<file path="src/rtl/game_turn_ctrl.sv">
// -----------------------------------------------------------------------------
// game_turn_ctrl
//
// Turn sequencer for the two-player, ten-slot add-mod-10 game. This block is
// the only writer of the slot status register. It accepts committed moves,
// checks them, applies them, looks for a winner, hands the turn over, and
// forfeits a turn when too many time-base ticks pass without a move.
//
// Parameters
//   INIT_VAL    value loaded into every slot at game start (1..9)
//   TURN_TICKS  ticks allowed per turn before the turn is forfeited (2..255)
//
// Ports
//   clk            system clock, rising edge
//   rst_n          asynchronous active-low reset
//   start_i        one-cycle pulse, starts a game from IDLE or GAME_OVER
//   tick_i         one-cycle time-base strobe
//   move_valid_i   one-cycle pulse, a move is presented on src/dst
//   src_idx_i      acting slot (must belong to the current player)
//   dst_idx_i      touched slot (must belong to the opponent)
//   status_o       slot values, slot s = status_o[4s+3:4s]
//                  slots 0..4 belong to player 0, slots 5..9 to player 1
//   player_o       player to move
//   busy_o         high in INIT, APPLY and CHECK
//   move_ack_o     one-cycle pulse when a move is written
//   move_nack_o    one-cycle pulse when a move is rejected
//   timeout_o      one-cycle pulse when a turn is forfeited
//   game_over_o    high while the game is over
//   winner_o       winning player, meaningful while game_over_o is high
//   turn_timer_o   ticks elapsed in the current turn
//
// Every output is driven straight from a flop.
// -----------------------------------------------------------------------------
module game_turn_ctrl #(
  parameter int INIT_VAL   = 1,
  parameter int TURN_TICKS = 10
) (
  input  logic        clk,
  input  logic        rst_n,
  input  logic        start_i,
  input  logic        tick_i,
  input  logic        move_valid_i,
  input  logic [3:0]  src_idx_i,
  input  logic [3:0]  dst_idx_i,
  output logic [39:0] status_o,
  output logic        player_o,
  output logic        busy_o,
  output logic        move_ack_o,
  output logic        move_nack_o,
  output logic        timeout_o,
  output logic        game_over_o,
  output logic        winner_o,
  output logic [7:0]  turn_timer_o
);

  typedef enum logic [2:0] {
    ST_IDLE  = 3'd0,
    ST_INIT  = 3'd1,
    ST_WAIT  = 3'd2,
    ST_APPLY = 3'd3,
    ST_CHECK = 3'd4,
    ST_OVER  = 3'd5
  } state_e;

  localparam logic [3:0]  INIT_NIB   = 4'(INIT_VAL);
  localparam logic [7:0]  TICK_LIMIT = 8'(TURN_TICKS);
  localparam logic [39:0] INIT_FILL  = {10{INIT_NIB}};

  // ---------------------------------------------------------------------------
  // Helpers
  // ---------------------------------------------------------------------------

  // Reads one slot; an out-of-range index reads as 0.
  function automatic logic [3:0] get_slot(input logic [39:0] st, input logic [3:0] idx);
    logic [3:0] v;
    v = 4'd0;
    for (int s = 0; s < 10; s++) begin
      v = (idx == 4'(s)) ? st[4*s +: 4] : v;
    end
    return v;
  endfunction

  // Returns st with one slot replaced; an out-of-range index leaves st intact.
  function automatic logic [39:0] set_slot(input logic [39:0] st, input logic [3:0] idx,
                                           input logic [3:0] val);
    logic [39:0] r;
    r = st;
    for (int s = 0; s < 10; s++) begin
      r[4*s +: 4] = (idx == 4'(s)) ? val : r[4*s +: 4];
    end
    return r;
  endfunction

  // Mod-10 add of two digits: 5-bit sum, fold once when it reaches 10.
  function automatic logic [3:0] add_mod10(input logic [3:0] a, input logic [3:0] b);
    logic [4:0] sum;
    sum = {1'b0, a} + {1'b0, b};
    if (sum >= 5'd10) begin
      sum = sum - 5'd10;
    end else begin
      sum = sum;
    end
    return sum[3:0];
  endfunction

  // True when idx is a slot of player p's row (this also bounds idx to 0..9).
  function automatic logic in_row(input logic [3:0] idx, input logic p);
    logic r;
    if (p == 1'b0) begin
      r = (idx <= 4'd4);
    end else begin
      r = (idx >= 4'd5) && (idx <= 4'd9);
    end
    return r;
  endfunction

  // True when all five slots of player p's row are zero.
  function automatic logic row_empty(input logic [39:0] st, input logic p);
    logic r;
    if (p == 1'b0) begin
      r = (st[19:0] == 20'd0);
    end else begin
      r = (st[39:20] == 20'd0);
    end
    return r;
  endfunction

  // ---------------------------------------------------------------------------
  // State
  // ---------------------------------------------------------------------------
  state_e      state_q, state_d;
  logic [39:0] status_q, status_d;
  logic        player_q, player_d;
  logic [7:0]  timer_q, timer_d;
  logic [3:0]  src_q, src_d;
  logic [3:0]  dst_q, dst_d;
  logic        winner_q, winner_d;
  logic        busy_q, busy_d;
  logic        ack_q, ack_d;
  logic        nack_q, nack_d;
  logic        timeout_q, timeout_d;
  logic        over_q, over_d;

  logic        move_ok_s;
  logic        tick_expire_s;
  logic [3:0]  src_val_s;
  logic [3:0]  dst_val_s;

  // Next-state and next-output logic for the turn sequencer.
  always_comb begin
    state_d   = state_q;
    status_d  = status_q;
    player_d  = player_q;
    timer_d   = timer_q;
    src_d     = src_q;
    dst_d     = dst_q;
    winner_d  = winner_q;
    ack_d     = 1'b0;
    nack_d    = 1'b0;
    timeout_d = 1'b0;

    // Row membership also rejects indices above 9.
    move_ok_s = in_row(src_idx_i, player_q) &&
                in_row(dst_idx_i, ~player_q) &&
                (get_slot(status_q, src_idx_i) != 4'd0) &&
                (get_slot(status_q, dst_idx_i) != 4'd0);

    // The tick that would bring the count to the limit forfeits the turn.
    tick_expire_s = ((timer_q + 8'd1) == TICK_LIMIT);

    src_val_s = get_slot(status_q, src_q);
    dst_val_s = get_slot(status_q, dst_q);

    case (state_q)
      ST_IDLE: begin
        if (start_i) begin
          state_d = ST_INIT;
        end else begin
          state_d = ST_IDLE;
        end
      end

      ST_INIT: begin
        status_d = INIT_FILL;
        player_d = 1'b0;
        timer_d  = 8'd0;
        state_d  = ST_WAIT;
      end

      ST_WAIT: begin
        if (move_valid_i && move_ok_s) begin
          // A valid move wins over a simultaneous tick.
          src_d   = src_idx_i;
          dst_d   = dst_idx_i;
          state_d = ST_APPLY;
        end else begin
          if (move_valid_i) begin
            nack_d = 1'b1;
          end else begin
            nack_d = 1'b0;
          end
          if (tick_i) begin
            if (tick_expire_s) begin
              timeout_d = 1'b1;
              player_d  = ~player_q;
              timer_d   = 8'd0;
            end else begin
              timer_d = timer_q + 8'd1;
            end
          end else begin
            timer_d = timer_q;
          end
        end
      end

      ST_APPLY: begin
        status_d = set_slot(status_q, src_q, add_mod10(src_val_s, dst_val_s));
        ack_d    = 1'b1;
        state_d  = ST_CHECK;
      end

      ST_CHECK: begin
        // Only the mover's source slot changed, so only the mover can win.
        if (row_empty(status_q, player_q)) begin
          winner_d = player_q;
          state_d  = ST_OVER;
        end else begin
          player_d = ~player_q;
          timer_d  = 8'd0;
          state_d  = ST_WAIT;
        end
      end

      ST_OVER: begin
        if (start_i) begin
          state_d = ST_INIT;
        end else begin
          state_d = ST_OVER;
        end
      end

      default: begin
        state_d = ST_IDLE;
      end
    endcase

    // Level outputs follow the state being entered so they line up with it.
    busy_d = (state_d == ST_INIT) || (state_d == ST_APPLY) || (state_d == ST_CHECK);
    over_d = (state_d == ST_OVER);
  end

  // State and output registers.
  always_ff @(posedge clk or negedge rst_n) begin
    if (!rst_n) begin
      state_q   <= ST_IDLE;
      status_q  <= 40'd0;
      player_q  <= 1'b0;
      timer_q   <= 8'd0;
      src_q     <= 4'd0;
      dst_q     <= 4'd0;
      winner_q  <= 1'b0;
      busy_q    <= 1'b0;
      ack_q     <= 1'b0;
      nack_q    <= 1'b0;
      timeout_q <= 1'b0;
      over_q    <= 1'b0;
    end else begin
      state_q   <= state_d;
      status_q  <= status_d;
      player_q  <= player_d;
      timer_q   <= timer_d;
      src_q     <= src_d;
      dst_q     <= dst_d;
      winner_q  <= winner_d;
      busy_q    <= busy_d;
      ack_q     <= ack_d;
      nack_q    <= nack_d;
      timeout_q <= timeout_d;
      over_q    <= over_d;
    end
  end

  assign status_o     = status_q;
  assign player_o     = player_q;
  assign busy_o       = busy_q;
  assign move_ack_o   = ack_q;
  assign move_nack_o  = nack_q;
  assign timeout_o    = timeout_q;
  assign game_over_o  = over_q;
  assign winner_o     = winner_q;
  assign turn_timer_o = timer_q;

endmodule

</file>
<file path="config.mk">
export PLATFORM = sky130hd
export DESIGN_NAME = game_turn_ctrl
export DESIGN_NICKNAME = d
export VERILOG_FILES = /design/src/rtl/game_turn_ctrl.sv
export SDC_FILE = /design/constraint.sdc
export NUM_CORES = 1
export LEC_CHECK = 0
export CAP_MARGIN = 10
export CORE_ASPECT_RATIO = 0.6
export CORE_MARGIN = 8
export CORE_UTILIZATION = 50
export DETAILED_ROUTE_END_ITERATION = 6
export HOLD_SLACK_MARGIN = 0.03
export MAX_ROUTING_LAYER = met4
export PLACE_DENSITY = 0.74
export SYNTH_ARGS = -nofsm -noshare
export SYNTH_HDL_FRONTEND = slang
export SYNTH_SLANG_ARGS = --single-unit
</file>
<file path="constraint.sdc">
create_clock -name clk -period 4.4 [get_ports clk]
set_input_delay 0.66 -clock clk [delete_from_list [all_inputs] [get_ports clk]]
set_output_delay 0.66 -clock clk [all_outputs]
set_load 0.05 [all_outputs]
</file>
Word-level counts from Yosys, hierarchy flattened. Cells that the tools add are included.

Add/subtract/negate cells: 3. Multipliers: 0. Divide/modulo/power cells: 0. Order comparisons: 7. Equal/unequal tests: 60. Shifts and indexed selects: 0. Muxes and demuxes: 79. Bitwise logic cells: 1. Reduce and logical (&&, ||, !) cells: 33.

Operator list (count): $mux 4 (51); $pmux 40 s2 (1); $eq 4x3->1 const B (16); $logic_not 20->1 (2); $eq 4x2->1 const B (8); $eq 4x4->1 const B (8); $mux 8 (4); $ne 2x2->1 const B (14); $pmux 8 s3 (1); $reduce_and 2->1 (12); $pmux 3 s6 (1); $mux 1 (17); $eq 4x1->1 const B (4); $logic_not 4->1 (4); $eq 3x3->1 const B (4); $eq 3x2->1 const B (3); $mux 3 (3); $add 8x1->8 const B (1); $eq 8x4->1 const B (1); $ge 4x3->1 const B (2); $le 4x3->1 const B (2); $le 4x4->1 const B (2); $reduce_bool 4->1 (2); $eq 3x1->1 const B (2); 12 further kinds (18).

Register bits: 66. Latch bits: 0. RAM bits: 0. ROM bits: 0. Input bits: 13. Logic and storage cells: 204. Memories kept: 0.

Depth between registers and ports, before layout. Gate-level depths: netlist (run 1).

Depth after elaboration: 20. Gate-level depth with buffers: 17.

Worst setup path after synthesis (run 1). OpenSTA, ideal clock, no wires.

Path type: reg2reg. Start point: reg status_q[12] (netlist: status_o[12]). End point: reg status_q[34] (netlist: status_o[34]). Library setup time: 67 ps. Arrival time: 3948 ps. Setup slack: 385 ps. Cell stages (with the launch flop): 17. Clock period less this slack: 4015 ps. Cells stage by stage: dfrtp_1 mux4_2 nand2_1 nand2_1 o21ai_0 nand2_1 a221oi_1 a21oi_1 ha_1 fa_1 xnor2_1 ha_1 nand2_1 a21boi_0 mux2_2 nor2_1 mux2_2.

Cells in the longest elaborated chain, start to end: 12.

RTL lines: start, declared (line 132) `logic [39:0] status_q, status_d;`; start signal, assigned (line 269) `status_q <= status_d;`; $mux 4 (7 in a row) (line 78) `v = (idx == 4'(s)) ? st[4*s +: 4] : v;`; $add 4x4->5 * (line 97) `sum = {1'b0, a} + {1'b0, b};`; $sub 4x4->4 or $ge 5x4->1 (tied branches) (line 99, 98); $mux 4 * (line 98) `if (sum >= 5'd10) begin`; $mux 4 * (line 89) `r[4*s +: 4] = (idx == 4'(s)) ? val : r[4*s +: 4];`; $pmux 40 s2 * (line 174) `case (state_q)`.

Mark *: on every way between the ends. The rest lies on a longest branch, timed or not. The select of a mux whose other input is x is not followed. A chain may end at the register's enable or synchronous reset.

Worst setup path in the final report (run 1).
Start point: reg src_q[0]. End point: reg status_q[38] (netlist: status_o[38]).

Cells in the longest elaborated chain, start to end: 16.

RTL lines: start, declared (line 135) `logic [3:0] src_q, src_d;`; start signal, assigned (line 272) `src_q <= src_d;`; $logic_not 4->1 (line 78); $mux 4 (10 in a row) (line 78); $add 4x4->5 (line 97); $sub 4x4->4 or $ge 5x4->1 (tied branches) (line 99, 98); $mux 4 (line 98); $mux 4 (line 89); $pmux 40 s2 (line 174).

Several ways; a longest one is shown, not always the timed one. The select of a mux whose other input is x is not followed.

==> flow_summary_export.csv, run 1 <==
group,metric,value,unit
grt,track_usage,28.4,%
pwr,switchingPower,2.35,mW
cts,cts_setup_buffers,0,
logic_synthesis,synth_area,4880,um2
routing,ant_nets,0,
setup_path,worstSetupPathType,"flip-flop to flip-flop",
routing,drc,0,
floorplanning,die_w,144,um
timing,max_freq,239,MHz
setup_path,startpoint_type,"flip-flop",
cts,clock_latency,340,ps
cts,cts_sinks,66,
finish,final_common_cell,"clkdlybuf4s50_1",
routing,dr_total_vias,4862,
timing,setup_ws,213,ps
placed_design,hpwlAfterDp,13600,um
pwr,powerDensity,759,nW/um2
finish,final_util,62.9,%
cts,cts_tree,"done",
finish,antennaDiodeCount,0,
logic_synthesis,synth-main-ff-cell,"dfrtp_1",
logic_synthesis,synth_seq_cells,66,
finish,instances_no_fill,737,
floorplanning,start_util,50.5,%
pwr,clkPwrFrac,15.2,%
finish,fin_area,6080,um2
logic_synthesis,synth_edf_count,0,
grt,grt_pass1_vias,4618,
pwr,static-leakage-power,2.51,nW
timing,tightest_slew,1020,ps
setup_path,cp_data_required_time,4680,ps
grt,grt_start_max_net_pins,36,
grt,grt.overflow.total,0,
timing,fin_skew,5.41,ps
setup_path,cp.arrival,4460,ps
timing,setup-violations-final,0,
hold_path,hold_class,"primary input to async pin",
floorplanning,core-area,9670,um2
finish,drive_above_1_share,18.9,%
routing,first_iter_violations,769,
timing,min_period_over_period,95.2,%
placed_design,dp_cells,721,
placed_design,place.gp.congestion,0.952,
logic_synthesis,synth_cells,519,
grt,antenna_found_initial,0,
pwr,seq_power_share,24.5,%
routing,drt-pass1-iter-count,6,
grt,grt_pass1_wl,27700,um
setup_path,reg2reg_from,"src_q[0]$_DFFE_PN0P_",
logic_synthesis,yosysWarnings,0,
setup_path,endpoint_kind,"flip-flop",
pwr,internal_power,2.26,mW
cts,htreeDepth,3,
pwr,vdd_drop_max,0.408,mV
routing,wire_per_inst,24.6,um
floorplanning,fp-row-count,28,
cts,clkTransAtPathRegs,60,ps
logic_synthesis,syn_nets,540,
outcome,status,"completed",
floorplanning,boundaryPins,68,
timing,min_period,4190,ps
logic_synthesis,ys_types,72,
logic_synthesis,ys_seq_area_share,33.8,%
placed_design,port_buffers,67,
finish,num-fill-cells,823,
timing,drv_slew,0,
flow_run,maxCapViolCount,0,
setup_path,startpoint,"src_q[0]$_DFFE_PN0P_",
timing,rsz0062_at_grt,"no",
pwr,switching_share,51.0,%
finish,final_cell_mix,"clkdlybuf4s50_1 (66), dfrtp_1 (65), nand2_1 (46), nor2_1 (35)",
routing,routed_wl,18100,um
timing,relSlewSlack,31.6,%
floorplanning,die_h,92.5,um
setup_path,cp_max_fo,6,
timing,setup-tns-final,0,ps
logic_synthesis,async_reset_ff_share,100,%
timing,hold_viol,0,
cts,cts_root_buf,"clkbuf_16",
cts,cts_max_path_buffers,2,
finish,fin_nets,618,
pwr,p_comb_share,60.3,%
pwr,power.total,4.62,mW
cts,numCtsBuffers,9,
placed_design,dp_slack,205,ps
floorplanning,dieArea,13300,um2
placed_design,placed_area,5790,um2
timing,fin_hold_ws,400,ps
routing,avgViaCountPerCell,6.60,
logic_synthesis,syn_area_per_cell,9.41,um2
finish,area_delta_synth_final,24.6,%
==> cell usage after synthesis (12+ instances only) <==
| cell type | count | area (um2) |
|---|---|---|
| a31oi_1 | 14 | 87.6 |
| a21oi_1 | 33 | 165 |
| mux2i_1 | 20 | 200 |
| o21ai_0 | 23 | 115 |
| inv_1 | 20 | 75.1 |
| nor2_1 | 36 | 135 |
| mux2_2 | 34 | 383 |
| nand2_1 | 46 | 173 |
| nor4_1 | 12 | 75.1 |
| clkbuf_1 | 18 | 67.6 |
| dfrtp_1 | 66 | 1650 |
==> worst max-delay path, stage by stage, from the launching register on <==
cell      delay [ps]
dfrtp_2          450
mux4_2           510
nand2_1          100
nand2_1           50
o21ai_0           70
nand2_1           70
a221oi_1         270
a21oi_1           80
ha_1             240
fa_1             410
xnor2_1          290
ha_1             240
nand2_1           60
a21boi_0         330
mux2_2           400
nor2_1           190
buf_4            180
mux2_2           150
==> metal layers <==
layer / track usage [%] / vias up / routed length, um / share of wire (%)
met5: - / - / 0 / 0
met3: 10.1 / 37 / 2350 / 13
met2: 36.2 / 311 / 7190 / 40
li1: - / 2112 / - / -
met1: 40.9 / 2402 / 8300 / 46
met4: 7.66 / 0 / 297 / 1.6
==> state kept, by name, summed over array words and instances (netlist names) <==
signal / cells
busy_o: 1
dst_q: 4
game_over_o: 1
move_ack_o: 1
move_nack_o: 1
player_o: 1
src_q: 4
state_q: 3
status_o: 40
timeout_o: 1
turn_timer_o: 8
winner_o: 1
==> logic make-up after synthesis <==
family | after synthesis | synth area share, %
AOI/OAI and AO/OA | 137 | 19.2
xor gates and xnor gates | 7 | 1.26
adders and majority gates | 8 | 2.20
buffers and inverters | 54 | 5.20
DFF | 66 | 33.8
muxes | 76 | 19.9
and+or+nand+nor | 171 | 18.3
==> area by class of cell <==
cell class / instances / area (um2) / share of cell area, %
clock inverter: 7 / 60.1 / 0.987
sequential: 66 / 1650 / 27.2
multi-input combinational: 399 / 2980 / 49.0
tap: 135 / 169 / 2.78
timing repair buffer: 101 / 921 / 15.1
clock buffer: 9 / 225 / 3.70
inverter: 20 / 75.1 / 1.23
==> power by group through the flow <==
| stage | registers [mW] | logic [mW] | clock network [mW] |
|---|---|---|---|
| 4_1_cts | 1.11 | 2.73 | 0.704 |
| 2_1_floorplan | 1.36 | 1.57 | 0 |
| 6_report | 1.13 | 2.78 | 0.701 |
| 5_1_grt | 1.15 | 2.98 | 0.729 |
| 3_3_place_gp | 1.11 | 2.67 | 0 |
| 3_5_place_dp | 1.12 | 2.71 | 0 |
==> final timing paths <==
kind	end	slack, ps	cells past startpoint
min in group clk	winner_o$_DFFE_PN0P_	510	1
min reg2reg	winner_o$_DFFE_PN0P_	510	1
max	status_o[38]$_DFFE_PN0P_	210	17
max reg2reg	status_o[38]$_DFFE_PN0P_	210	17
max in group asynchronous	src_q[0]$_DFFE_PN0P_	3040	2
min	game_over_o$_DFF_PN0_	400	1
==> what timing repair did <==
action                                  CTS  global route
endpoints found under the setup margin    0            18
hold buffers                              0             0
gates resized for setup                   0             2
Power figures use the tool's default switching activity.
==> inputs of run 2 (changes only) <==
--- a/config.mk
+++ b/config.mk
@@ -9,6 +9,7 @@
 export CORE_ASPECT_RATIO = 0.6
 export CORE_MARGIN = 8
 export CORE_UTILIZATION = 50
+export CTS_CLUSTER_DIAMETER = 60
 export DETAILED_ROUTE_END_ITERATION = 6
 export HOLD_SLACK_MARGIN = 0.03
 export MAX_ROUTING_LAYER = met4
==> results of run 2 <==
Same layout as run 1: the final DEF is identical, and so are final timing and power.
==> inputs of run 3 (changes only) <==
--- a/config.mk
+++ b/config.mk
@@ -8,12 +8,14 @@
 export CAP_MARGIN = 10
 export CORE_ASPECT_RATIO = 0.6
 export CORE_MARGIN = 8
-export CORE_UTILIZATION = 50
+export CORE_UTILIZATION = 55
 export CTS_CLUSTER_DIAMETER = 60
 export DETAILED_ROUTE_END_ITERATION = 6
+export GPL_ROUTABILITY_DRIVEN = 0
 export HOLD_SLACK_MARGIN = 0.03
 export MAX_ROUTING_LAYER = met4
-export PLACE_DENSITY = 0.74
+export PLACE_DENSITY = 0.8
+export RECOVER_POWER = 100
 export SYNTH_ARGS = -nofsm -noshare
 export SYNTH_HDL_FRONTEND = slang
 export SYNTH_SLANG_ARGS = --single-unit
==> flow_summary_export.csv, run 3 (synthesis results as in run 1) <==
group,metric,value,unit
outcome,status,"finished with violations",
outcome,failed_checks,"max-capacitance violations, max-slew violations",
finish,final_cell_mix,"dfrtp_1 (65), dlygate4sd3_1 (56), nand2_1 (46), nor2_1 (34)",
pwr,vdd_drop_max,0.470,mV
pwr,powerDensity,791,nW/um2
setup_path,cp.arrival,4370,ps
timing,setup-tns-final,0,ps
finish,fin_nets,614,
floorplanning,core-area,8560,um2
timing,fin_skew,4.36,ps
setup_path,rrSetupSlack,280,ps
pwr,internal_power,2.45,mW
finish,drive_above_1_share,16.4,%
grt,grt_pass1_wl,26900,um
floorplanning,boundaryPins,68,
setup_path,worstSetupPathType,"primary input to flip-flop",
floorplanning,die_h,89.0,um
setup_path,worstRegToRegCells,17,
floorplanning,fp-row-count,26,
pwr,static-leakage-power,2.63,nW
cts,cts_tree,"done",
cts,numCtsBuffers,9,
finish,fin_area,6050,um2
routing,dr_total_vias,5023,
finish,final_common_cell,"dfrtp_1",
placed_design,port_buffers,67,
cts,htreeDepth,3,
finish,largest_reg_flops,40,
pwr,switching_share,48.9,%
timing,setup-violations-final,0,
finish,num-fill-cells,651,
timing,min_period,4150,ps
timing,rsz0062_at_grt,"no",
floorplanning,die_w,138,um
hold_path,hold_class,"flip-flop to flip-flop",
placed_design,hpwlAfterDp,12400,um
setup_path,cp_data_required_time,4620,ps
timing,max_freq,241,MHz
setup_path,startpoint_type,"primary input",
flow_run,maxCapViolCount,2,
cts,clock_latency,340,ps
setup_path,reg2reg_to,"status_o[22]$_DFFE_PN0P_",
finish,regArea,1650,um2
grt,grt_start_max_net_pins,36,
routing,avgViaCountPerCell,7.07,
setup_path,reg2reg_from,"src_q[0]$_DFFE_PN0P_",
timing,fin_hold_ws,532,ps
pwr,clkPwrFrac,19.0,%
routing,routed_wl,17300,um
routing,wire_per_inst,24.3,um
grt,grt_pass1_vias,4742,
finish,area_delta_synth_final,24.0,%
routing,drc,0,
routing,drt-pass1-iter-count,6,
setup_path,endpoint_kind,"flip-flop",
grt,grt.overflow.total,0,
pwr,seq_power_share,23.6,%
cts,clkTransAtPathRegs,60,ps
routing,ant_nets,0,
routing,first_iter_violations,864,
placed_design,placed_area,5730,um2
cts,cts_max_path_buffers,2,
floorplanning,dieArea,12200,um2
pwr,switchingPower,2.34,mW
finish,multi_input_comb_area,2940,um2
grt,antenna_found_initial,0,
timing,tightest_slew,1920,ps
floorplanning,start_util,57.1,%
setup_path,cp_max_fo,15,
pwr,p_comb_share,57.4,%
cts,cts_hold_buffers,0,
placed_design,dp_cells,693,
finish,antennaDiodeCount,0,
timing,hold_viol,0,
hold_path,worst_hold_path.endpoint,"winner_o$_DFFE_PN0P_",
timing,min_period_over_period,94.4,%
cts,cts_sinks,66,
hold_path,holdPathStages,1,
hold_path,holdCritStartpoint,"winner_o$_DFFE_PN0P_",
cts,cts_root_buf,"clkbuf_16",
grt,track_usage,29.5,%
finish,instances_no_fill,710,
timing,relSlewSlack,-28.2,%
timing,drv_slew,69,
run 3: cell count changes in the layout (fill, tap and decap cells not counted), sizes merged:
| cell | previous run | this run |
|---|---|---|
| dlygate4sd3 | 0 | 56 |
| bufinv | 0 | 4 |
| clkdlybuf4s50 | 66 | 10 |
| clkbuf | 9 | 15 |
| buf | 35 | 26 |
| clkinvlp | 3 | 1 |
| inv | 24 | 21 |
run 3: worst max-delay path by stage:
stage / startpoint / endpoint / slack, ps / depth (start not counted)
2_1_floorplan: status_o[12]$_DFFE_PN0P_ / status_o[34]$_DFFE_PN0P_ / 390 / 16
3_3_place_gp: src_q[0]$_DFFE_PN0P_ / status_o[5]$_DFFE_PN0P_ / 310 / 16
3_5_place_dp: src_q[0]$_DFFE_PN0P_ / status_o[29]$_DFFE_PN0P_ / -10 / 16
4_1_cts: src_q[0]$_DFFE_PN0P_ / status_o[14]$_DFFE_PN0P_ / 80 / 17
5_1_grt: src_q[0]$_DFFE_PN0P_ / status_o[14]$_DFFE_PN0P_ / 20 / 17
6_report: src_idx_i[0] / dst_q[0]$_DFFE_PN0P_ / 250 / 9
run 3: layout make-up:
cell class                      count  share of cell area [%]
Multi-Input combinational cell    399                    48.5
Sequential cell                    66                    27.3
Tap cell                          112                    2.31
Clock buffer                       10                    3.95
Timing Repair Buffer               97                    14.4
Clock inverter                      6                    2.25
Inverter                           20                    1.24
run 3: per-stage QoR:
| step | total power, mW | setup WS [ps] | util [%] |
|---|---|---|---|
| after CTS | 4.75 | 78.8 | 71.4 |
| after global placement | 3.67 | 305 | 66.9 |
| final | 4.79 | 248 | 70.8 |
| after global routing | 5.01 | 23.4 | 70.8 |
| after floorplan | 2.92 | 385 | - |
| after detailed placement | 3.79 | -12.6 | 66.9 |
run 3: per-layer routing:
layer | wire length, um | GRT usage, %
met5 | 0 | -
met4 | 552 | 10.2
met3 | 2470 | 9.65
met2 | 7020 | 39.9
met1 | 7250 | 40.1
run 3: critical path: stages:
cell,delay [ps]
dlygate4sd3_1,900
clkbuf_1,410
nor2b_1,120
a2111o_1,420
a21oi_1,180
nor4_1,110
a21oi_4,380
nand3_1,630
mux2_1,550
run 3: power by group through the flow:
stage | registers, mW | logic [mW] | clock network, mW
floorplan | 1.36 | 1.57 | 0
global placement | 1.10 | 2.57 | 0
detailed placement | 1.11 | 2.68 | 0
CTS | 1.10 | 2.74 | 0.907
global route | 1.14 | 2.93 | 0.941
finish | 1.13 | 2.75 | 0.910
run 3: what timing repair did:
item | in CTS | in global routing
resized for setup | 2 | 3
setup buffers | 0 | 1
setup endpoints to repair | 15 | 18
